$ cat src/rtl/seg7_scan_decoder_if.sv
// Signal bundle between a multiplexed 7-segment display and its scan decoder.
// Defining SEG7_DP_EN adds the decimal-point input dp and the dp_mask output.
interface seg7_scan_decoder_if #(
    parameter int DIGITS = 8
);
    // No valid/ready handshake: an/seg/dp are free-running display lines, and
    // value/digit_bad/dp_mask may be consumed only in the cycle frame_valid is high.
    logic [DIGITS-1:0]   an;
    logic [6:0]          seg;
    logic                clr;
    logic [4*DIGITS-1:0] value;
    logic                frame_valid;
    logic [DIGITS-1:0]   digit_bad;
    logic                err;
    logic [1:0]          fsm_state;
`ifdef SEG7_DP_EN
    logic                dp;
    logic [DIGITS-1:0]   dp_mask;

    modport master (output an, seg, dp, clr,
                    input  value, frame_valid, digit_bad, err, dp_mask, fsm_state);
    modport slave  (input  an, seg, dp, clr,
                    output value, frame_valid, digit_bad, err, dp_mask, fsm_state);
`else
    modport master (output an, seg, clr,
                    input  value, frame_valid, digit_bad, err, fsm_state);
    modport slave  (input  an, seg, clr,
                    output value, frame_valid, digit_bad, err, fsm_state);
`endif
endinterface

$ cat src/rtl/seg7_scan_decoder.sv
// Watches multiplexed 7-segment lines, decodes each stable digit and publishes a
// full frame once every digit has been captured. SEG7_DP_EN adds decimal-point capture.
module seg7_scan_decoder #(
    parameter int DIGITS        = 8,
    parameter int STABLE_CYCLES = 4
) (
    input logic               clk,
    input logic               rst_n,
    seg7_scan_decoder_if.slave bus
);
    localparam int CW = $clog2(STABLE_CYCLES + 1);
    localparam int IW = (DIGITS > 1) ? $clog2(DIGITS) : 1;
    localparam int ZW = $clog2(DIGITS + 1);

    typedef enum logic [1:0] {IDLE = 2'd0, SETTLE = 2'd1, HOLD = 2'd2} state_t;

    state_t              state, state_n;
    logic [CW-1:0]       cnt, cnt_n;
    logic [DIGITS-1:0]   an_r, an_p;
    logic [6:0]          seg_r, seg_p;
    logic                changed, onehot, multi, capture;
    logic [ZW-1:0]       zeros;
    logic [IW-1:0]       idx;
    logic [4:0]          dec;
    logic [DIGITS-1:0]   seen, seen_n;
    logic                pend, pend_n;
    logic [4*DIGITS-1:0] shadow_val, value_r;
    logic [DIGITS-1:0]   shadow_bad, digit_bad_r;
    logic                frame_valid_r, err_r;

    // Returns {bad, nibble}; the table is the exact inverse of the hex encoder.
    function automatic logic [4:0] decode(input logic [6:0] s);
        case (s)
            7'h40: decode = 5'h00;  7'h79: decode = 5'h01;
            7'h24: decode = 5'h02;  7'h30: decode = 5'h03;
            7'h19: decode = 5'h04;  7'h12: decode = 5'h05;
            7'h02: decode = 5'h06;  7'h78: decode = 5'h07;
            7'h00: decode = 5'h08;  7'h10: decode = 5'h09;
            7'h08: decode = 5'h0A;  7'h03: decode = 5'h0B;
            7'h46: decode = 5'h0C;  7'h21: decode = 5'h0D;
            7'h06: decode = 5'h0E;  7'h0E: decode = 5'h0F;
            default: decode = 5'h10;
        endcase
    endfunction

    always_comb begin
        zeros = '0;
        idx   = '0;
        for (int i = 0; i < DIGITS; i++) begin
            if (!an_r[i]) begin
                zeros = zeros + 1'b1;
                idx   = IW'(i);
            end
        end
    end

    assign onehot = (zeros == ZW'(1));
    assign multi  = (zeros > ZW'(1));
    assign dec    = decode(seg_r);

`ifdef SEG7_DP_EN
    logic              dp_r, dp_p;
    logic [DIGITS-1:0] shadow_dp, dp_mask_r;
    assign changed     = {an_r, seg_r, dp_r} != {an_p, seg_p, dp_p};
    assign bus.dp_mask = dp_mask_r;

    // dp_mask bits are active-high: 1 means the decimal point was lit.
    always_ff @(posedge clk or negedge rst_n) begin
        if (!rst_n) begin
            dp_r      <= 1'b1;
            dp_p      <= 1'b1;
            shadow_dp <= '0;
            dp_mask_r <= '0;
        end else begin
            dp_p <= dp_r;
            dp_r <= bus.dp;
            if (capture) shadow_dp[idx] <= ~dp_r;
            if (pend && !bus.clr) dp_mask_r <= shadow_dp;
        end
    end
`else
    assign changed = {an_r, seg_r} != {an_p, seg_p};
`endif

    always_ff @(posedge clk or negedge rst_n) begin
        if (!rst_n) begin
            state <= IDLE;
            cnt   <= '0;
        end else begin
            state <= state_n;
            cnt   <= cnt_n;
        end
    end

    // Any change of the registered lines restarts the dwell; HOLD only waits for a change.
    always_comb begin
        state_n = state;
        cnt_n   = cnt;
        capture = 1'b0;
        if (state == IDLE || changed) begin
            if (onehot) begin
                cnt_n = CW'(1);
                if (STABLE_CYCLES == 1) begin
                    capture = 1'b1;
                    state_n = HOLD;
                end else begin
                    state_n = SETTLE;
                end
            end else begin
                cnt_n   = '0;
                state_n = IDLE;
            end
        end else if (state == SETTLE) begin
            cnt_n = cnt + 1'b1;
            if (cnt_n == CW'(STABLE_CYCLES)) begin
                capture = 1'b1;
                state_n = HOLD;
            end
        end
    end

    // The frame is published one edge after the completing capture, clearing seen then.
    always_comb begin
        seen_n = pend ? '0 : seen;
        if (capture) seen_n[idx] = 1'b1;
        pend_n = capture && (&seen_n);
    end

    always_ff @(posedge clk or negedge rst_n) begin
        if (!rst_n) begin
            an_r          <= '1;
            an_p          <= '1;
            seg_r         <= '1;
            seg_p         <= '1;
            seen          <= '0;
            pend          <= 1'b0;
            shadow_val    <= '0;
            shadow_bad    <= '0;
            value_r       <= '0;
            digit_bad_r   <= '0;
            frame_valid_r <= 1'b0;
            err_r         <= 1'b0;
        end else begin
            an_p  <= an_r;
            an_r  <= bus.an;
            seg_p <= seg_r;
            seg_r <= bus.seg;
            if (capture) begin
                shadow_val[{idx, 2'b00} +: 4] <= dec[3:0];
                shadow_bad[idx]               <= dec[4];
            end
            if (pend && !bus.clr) begin
                value_r     <= shadow_val;
                digit_bad_r <= shadow_bad;
            end
            frame_valid_r <= pend && !bus.clr;
            if (bus.clr) begin
                seen  <= '0;
                pend  <= 1'b0;
                err_r <= 1'b0;
            end else begin
                seen  <= seen_n;
                pend  <= pend_n;
                err_r <= err_r | multi | (capture & dec[4]);
            end
        end
    end

    assign bus.value       = value_r;
    assign bus.digit_bad   = digit_bad_r;
    assign bus.frame_valid = frame_valid_r;
    assign bus.err         = err_r;
    assign bus.fsm_state   = state;
endmodule

$ cat src/flat_wrapper.sv
// flat-port wrapper written by rule: the top's interface ports become plain ports
module seg7_scan_decoder_flat 
#(
    parameter int DIGITS        = 8,
    parameter int STABLE_CYCLES = 4
)
  (clk, rst_n, bus_an, bus_seg, bus_clr, bus_value, bus_frame_valid, bus_digit_bad, bus_err, bus_fsm_state);
  seg7_scan_decoder_if #(.DIGITS(DIGITS)) bus_i ();
  input logic clk;
  input logic rst_n;
  input wire logic [$bits(bus_i.an)-1:0] bus_an;
  input wire logic [$bits(bus_i.seg)-1:0] bus_seg;
  input wire logic [$bits(bus_i.clr)-1:0] bus_clr;
  output wire logic [$bits(bus_i.value)-1:0] bus_value;
  output wire logic [$bits(bus_i.frame_valid)-1:0] bus_frame_valid;
  output wire logic [$bits(bus_i.digit_bad)-1:0] bus_digit_bad;
  output wire logic [$bits(bus_i.err)-1:0] bus_err;
  output wire logic [$bits(bus_i.fsm_state)-1:0] bus_fsm_state;
  assign bus_i.an = bus_an;
  assign bus_i.seg = bus_seg;
  assign bus_i.clr = bus_clr;
  assign bus_value = bus_i.value;
  assign bus_frame_valid = bus_i.frame_valid;
  assign bus_digit_bad = bus_i.digit_bad;
  assign bus_err = bus_i.err;
  assign bus_fsm_state = bus_i.fsm_state;
  seg7_scan_decoder #(.DIGITS(DIGITS), .STABLE_CYCLES(STABLE_CYCLES)) u_core (.clk(clk), .rst_n(rst_n), .bus(bus_i));
endmodule
$ cat config.mk
export PLATFORM = sky130hd
export DESIGN_NAME = seg7_scan_decoder_flat
export DESIGN_NICKNAME = d
export VERILOG_FILES = /design/src/rtl/seg7_scan_decoder_if.sv /design/src/rtl/seg7_scan_decoder.sv /design/src/flat_wrapper.sv
export SDC_FILE = /design/constraint.sdc
export NUM_CORES = 1
export LEC_CHECK = 0
export CAP_MARGIN = 20
export CORE_MARGIN = 2
export CORE_UTILIZATION = 60
export CTS_BUF_LIST = sky130_fd_sc_hd__clkbuf_4
export DETAILED_ROUTE_END_ITERATION = 12
export MAX_ROUTING_LAYER = met4
export PLACE_DENSITY = 0.84
export SLEW_MARGIN = 5
export SYNTH_ARGS = -nofsm -noshare
export SYNTH_HDL_FRONTEND = slang
export SYNTH_SLANG_ARGS = --single-unit
$ cat constraint.sdc
create_clock -name clk -period 6.53 [get_ports clk]
set_input_delay 0.9795 -clock clk [delete_from_list [all_inputs] [get_ports clk]]
set_output_delay 0.9795 -clock clk [all_outputs]
set_load 0.1 [all_outputs]
==> summary.txt <==
Critical path
  – Crit path max-delay family: compound AO/OA/AOI/OAI gates
  – Slowest stage delay, CP: 0.59 ns
  – Critical path peak fanout: 9
  – Worst R2R End: u_core.bus.err
  – WS Path Type: flop to flop
  – Data required, critical path: 6.94 ns
  – Highest-delay cell along the critical path: dfstp_2
  – Worst path bufs/invs: 2
  – Reg2reg setup slack: 1.53 ns
  – Critical Path End Type: flop
  – Worst EP arrival: 5.40 ns
  – RR Startpoint: u_core.an_r[1]
  – Startpoint Class: flop
  – R2r worst-path depth: 17
  – Critical-path cell list: inv_1 -> ha_1 -> xor2_2 -> inv_2 -> ha_1 -> nor3b_1 -> mux2_1 -> a211oi_2 -> ha_1 -> nor2_1 -> a2111oi_0 -> a311oi_1 -> a211oi_1 -> o311ai_0 -> o21bai_1 -> mux2i_1 -> o41a_1
  – Cell mode on critical path: ha_1

Detailed routing
  – Final wirelength: 12400 um
  – Number of routed nets with antenna violations: 0
  – Wire length per cell: 17.2 um
  – Drt pass-1 iters: 4
  – Detailed Route Iter0 Violations: 207
  – Via/cell ratio: 5.89
  – Number of remaining DRC errors: 0
  – Via count: 4230

Final layout
  – Most frequent cells in the layout: dfrtp_1 (96), clkdlybuf4s50_1 (60), mux2_2 (59), nand2_1 (34), nor2_1 (31)
  – Final instance area: 7090 um^2
  – Area Growth Syn to Fin: 16.3%
  – N_diodes: 0
  – FILL cells: 697
  – Share of cells above drive strength 1: 0.243
  – Final-stage net count: 602
  – Leading cell type in the layout, fill and taps excluded: dfrtp_1

Place
  – Placed inst area: 6770 um^2
  – Routability Congestion: 0.940
  – Port Buffers: 61
  – Detailed Place HPWL: 8540 um

Logic synthesis
  – Syn_nets: 548
  – Syn_area_per_cell: 11.8 um^2
  – Top cell type by total area after synthesis: dfrtp_1
  – Yosys warns: 0
  – Synthesized cell area: 6090 um^2
  – Count of cell types in the netlist: 69
  – Top-area cell type share of the netlist area: 0.394
  – Post-synth EDFFs: 0
  – Gate Count Post-Synth: 518
  – FFs w/ async S/R, synth: 1.00
  – Ys flop type: dfrtp_1
  – Synth top area cells: dfrtp_1 (39%), dfstp_2 (13%), mux2_2 (11%)
  – Synth Register Bits: 126
  – Post-synthesis sequential area ratio: 0.524

Floorplan
  – Die height: 105 um
  – Die area: 11000 um^2
  – Die Wd: 105 um
  – I/O pins: 62
  – Rows: 36
  – Starting density of the core: 0.621
  – Core box area: 9820 um^2

Clock tree
  – Bufs on Longest Clock Path: 2
  – H-tree lvl count: 4
  – Number of CTS-inserted buffers: 17
  – CTS Sinks: 126
  – Clock transition at path regs: 0.11 ns
  – CTS Hold Buffers Added: 0
  – Worst skew pair latency: 0.52 ns
  – CTS tree: yes
  – Root buf cell: clkbuf_4
  – PostCTS Resize Cnt: 0
  – Setup bufs post-CTS: 0

Timing
  – Slew Limit Fails: 0
  – Skew final: 0.0159 ns
  – Fin. Hold Viols: 0
  – Rel. slew slack: 0.338
  – Post-layout minimum cycle time: 5.00 ns
  – RSZ-0062 raised after global routing: false
  – Least-Margin Pin Slew: 0.990 ns
  – Final setup vio count: 0
  – Setup TNS Final: 0 ns
  – FMAX: 200 MHz
  – Tcrit/Tclk final: 0.765

Power and ir drop
  – Switch share: 0.288
  – Seq pwr share: 0.508
  – Combinational power share: 0.154
  – Pwr dens: 231 nW/um^2
  – Maximum VDD drop: 0.000163 V
  – Clock power frac: 0.338
  – Int Pwr: 0.00117 W
  – Leakage power: 3.23 nW
  – Net Sw Power: 0.000472 W

GRT
  – Remaining Overflow, GRT: 0
  – First-pass GRT wire length: 21200 um
  – Overall global routing resource usage: 0.248
  – Largest net degree at the start of global routing: 67
  – Initial antenna violation count: 0
  – Vias in the first global route: 4352

Min path
  – Hold Crit Class: flop to flop
  – Worst hold start: u_core.an_r[1]
  – Endpoint of the worst hold path: u_core.an_p[1]
  – Hold depth: 0

Job
  – Max-cap viol count: 0

Run status
  – Status: finished clean
cell type report:
cell class,count,area (um^2),share of cell area
Clock buffer,17,128,0.0180
Clock inverter,15,170,0.0240
Inverter,13,48.8,0.00689
Multi-Input combinational cell,350,2740,0.387
Sequential cell,126,3190,0.450
Tap cell,133,166,0.0235
Timing Repair Buffer,64,643,0.0908
sequential cells by signal, indices dropped and copies added (netlist names):
name,flops
u_core.an_p,8
u_core.bus.value,32
u_core.an_r,8
u_core.shadow_val,32
u_core.bus.digit_bad,8
u_core.bus.fsm_state,2
u_core.seg_p,7
u_core.shadow_bad,8
u_core.bus.frame_valid,1
u_core.seen,8
u_core.bus.err,1
u_core.pend,1
u_core.seg_r,7
u_core.cnt,3
worst reg2reg max path: cells and delay by family (launching register included):
kind | cells | cell delay (ns)
XOR/XNOR | 1 | 0.29
AND/OR/NAND/NOR | 2 | 0.22
AO/OA/AOI/OAI | 7 | 2.06
buffers and inverters | 2 | 0.24
flip-flops | 1 | 0.59
adder cells (fa/ha/maj) | 3 | 1.06
multiplexers | 2 | 0.43
metrics by stage:
step	total power [W]	setup slack [ns]	hold WS [ns]	utilization	cells
after floorplan	0.00102	2.11	0.352	-	518
after global placement	0.00109	1.87	0.385	0.689	685
after detailed placement	0.00110	1.59	0.395	0.689	685
after CTS	0.00165	1.57	0.409	0.720	717
after global routing	0.00171	1.04	0.417	0.722	718
final	0.00164	1.53	0.407	0.722	718
layer usage:
layer,GRT usage,routed length [um]
met1,0.315,5350
met2,0.399,6190
met3,0.0462,544
met4,0.0924,291
met5,-,0
power by group through the flow:
stage               clock [W]  combinational [W]  sequential [W]
floorplan                   0           0.000167        0.000856
global placement            0           0.000241        0.000844
detailed placement          0           0.000249        0.000846
CTS                  0.000564           0.000252        0.000832
global route         0.000600           0.000279        0.000836
finish               0.000554           0.000252        0.000832
cell usage after synthesis (3+ instances only):
cell type and count:
dfrtp_1 96, mux2_2 59, nand2_1 34, nor2_1 32
dfstp_2 30, xor2_1 21, clkbuf_1 19, mux2_1 17
a21oi_1 16, nor2b_1 14, nand2b_1 13, ha_1 12
o21ai_0 11, inv_1 10, a31oi_1 9, nand3b_1 8
mux2i_1 7, nand3_1 7, xnor2_1 7, nor4_1 6
buf_2 5, nor3_1 5, and2_1 4, nand4_1 4
a32oi_1 3, and3_1 3, buf_1 3, nor3b_1 3
o21ai_1 3, o31ai_1 3, or4b_1 3
how the worst max path moves through the flow:
stage / depth (start not counted) / endpoint / start
2_1_floorplan: 18 / u_core.bus.err / u_core.an_r[1]
3_3_place_gp: 17 / u_core.bus.err / u_core.an_r[1]
3_5_place_dp: 17 / u_core.bus.err / u_core.an_r[1]
4_1_cts: 17 / u_core.bus.err / u_core.an_r[1]
5_1_grt: 17 / u_core.bus.err / u_core.an_r[1]
6_report: 17 / u_core.bus.err / u_core.an_r[1]
logic make-up (layout without fill, tap and decap cells):
group,count (synthesis),after routing,synth area share
buf+inv,42,109,0.0281
simple gates,151,151,0.139
fa+ha+maj,12,12,0.0246
flops,126,126,0.524
xor+xnor,32,32,0.0524
mux,83,83,0.152
compound gates,72,72,0.0807
No activity file was read; power rests on OpenSTA's default activity.
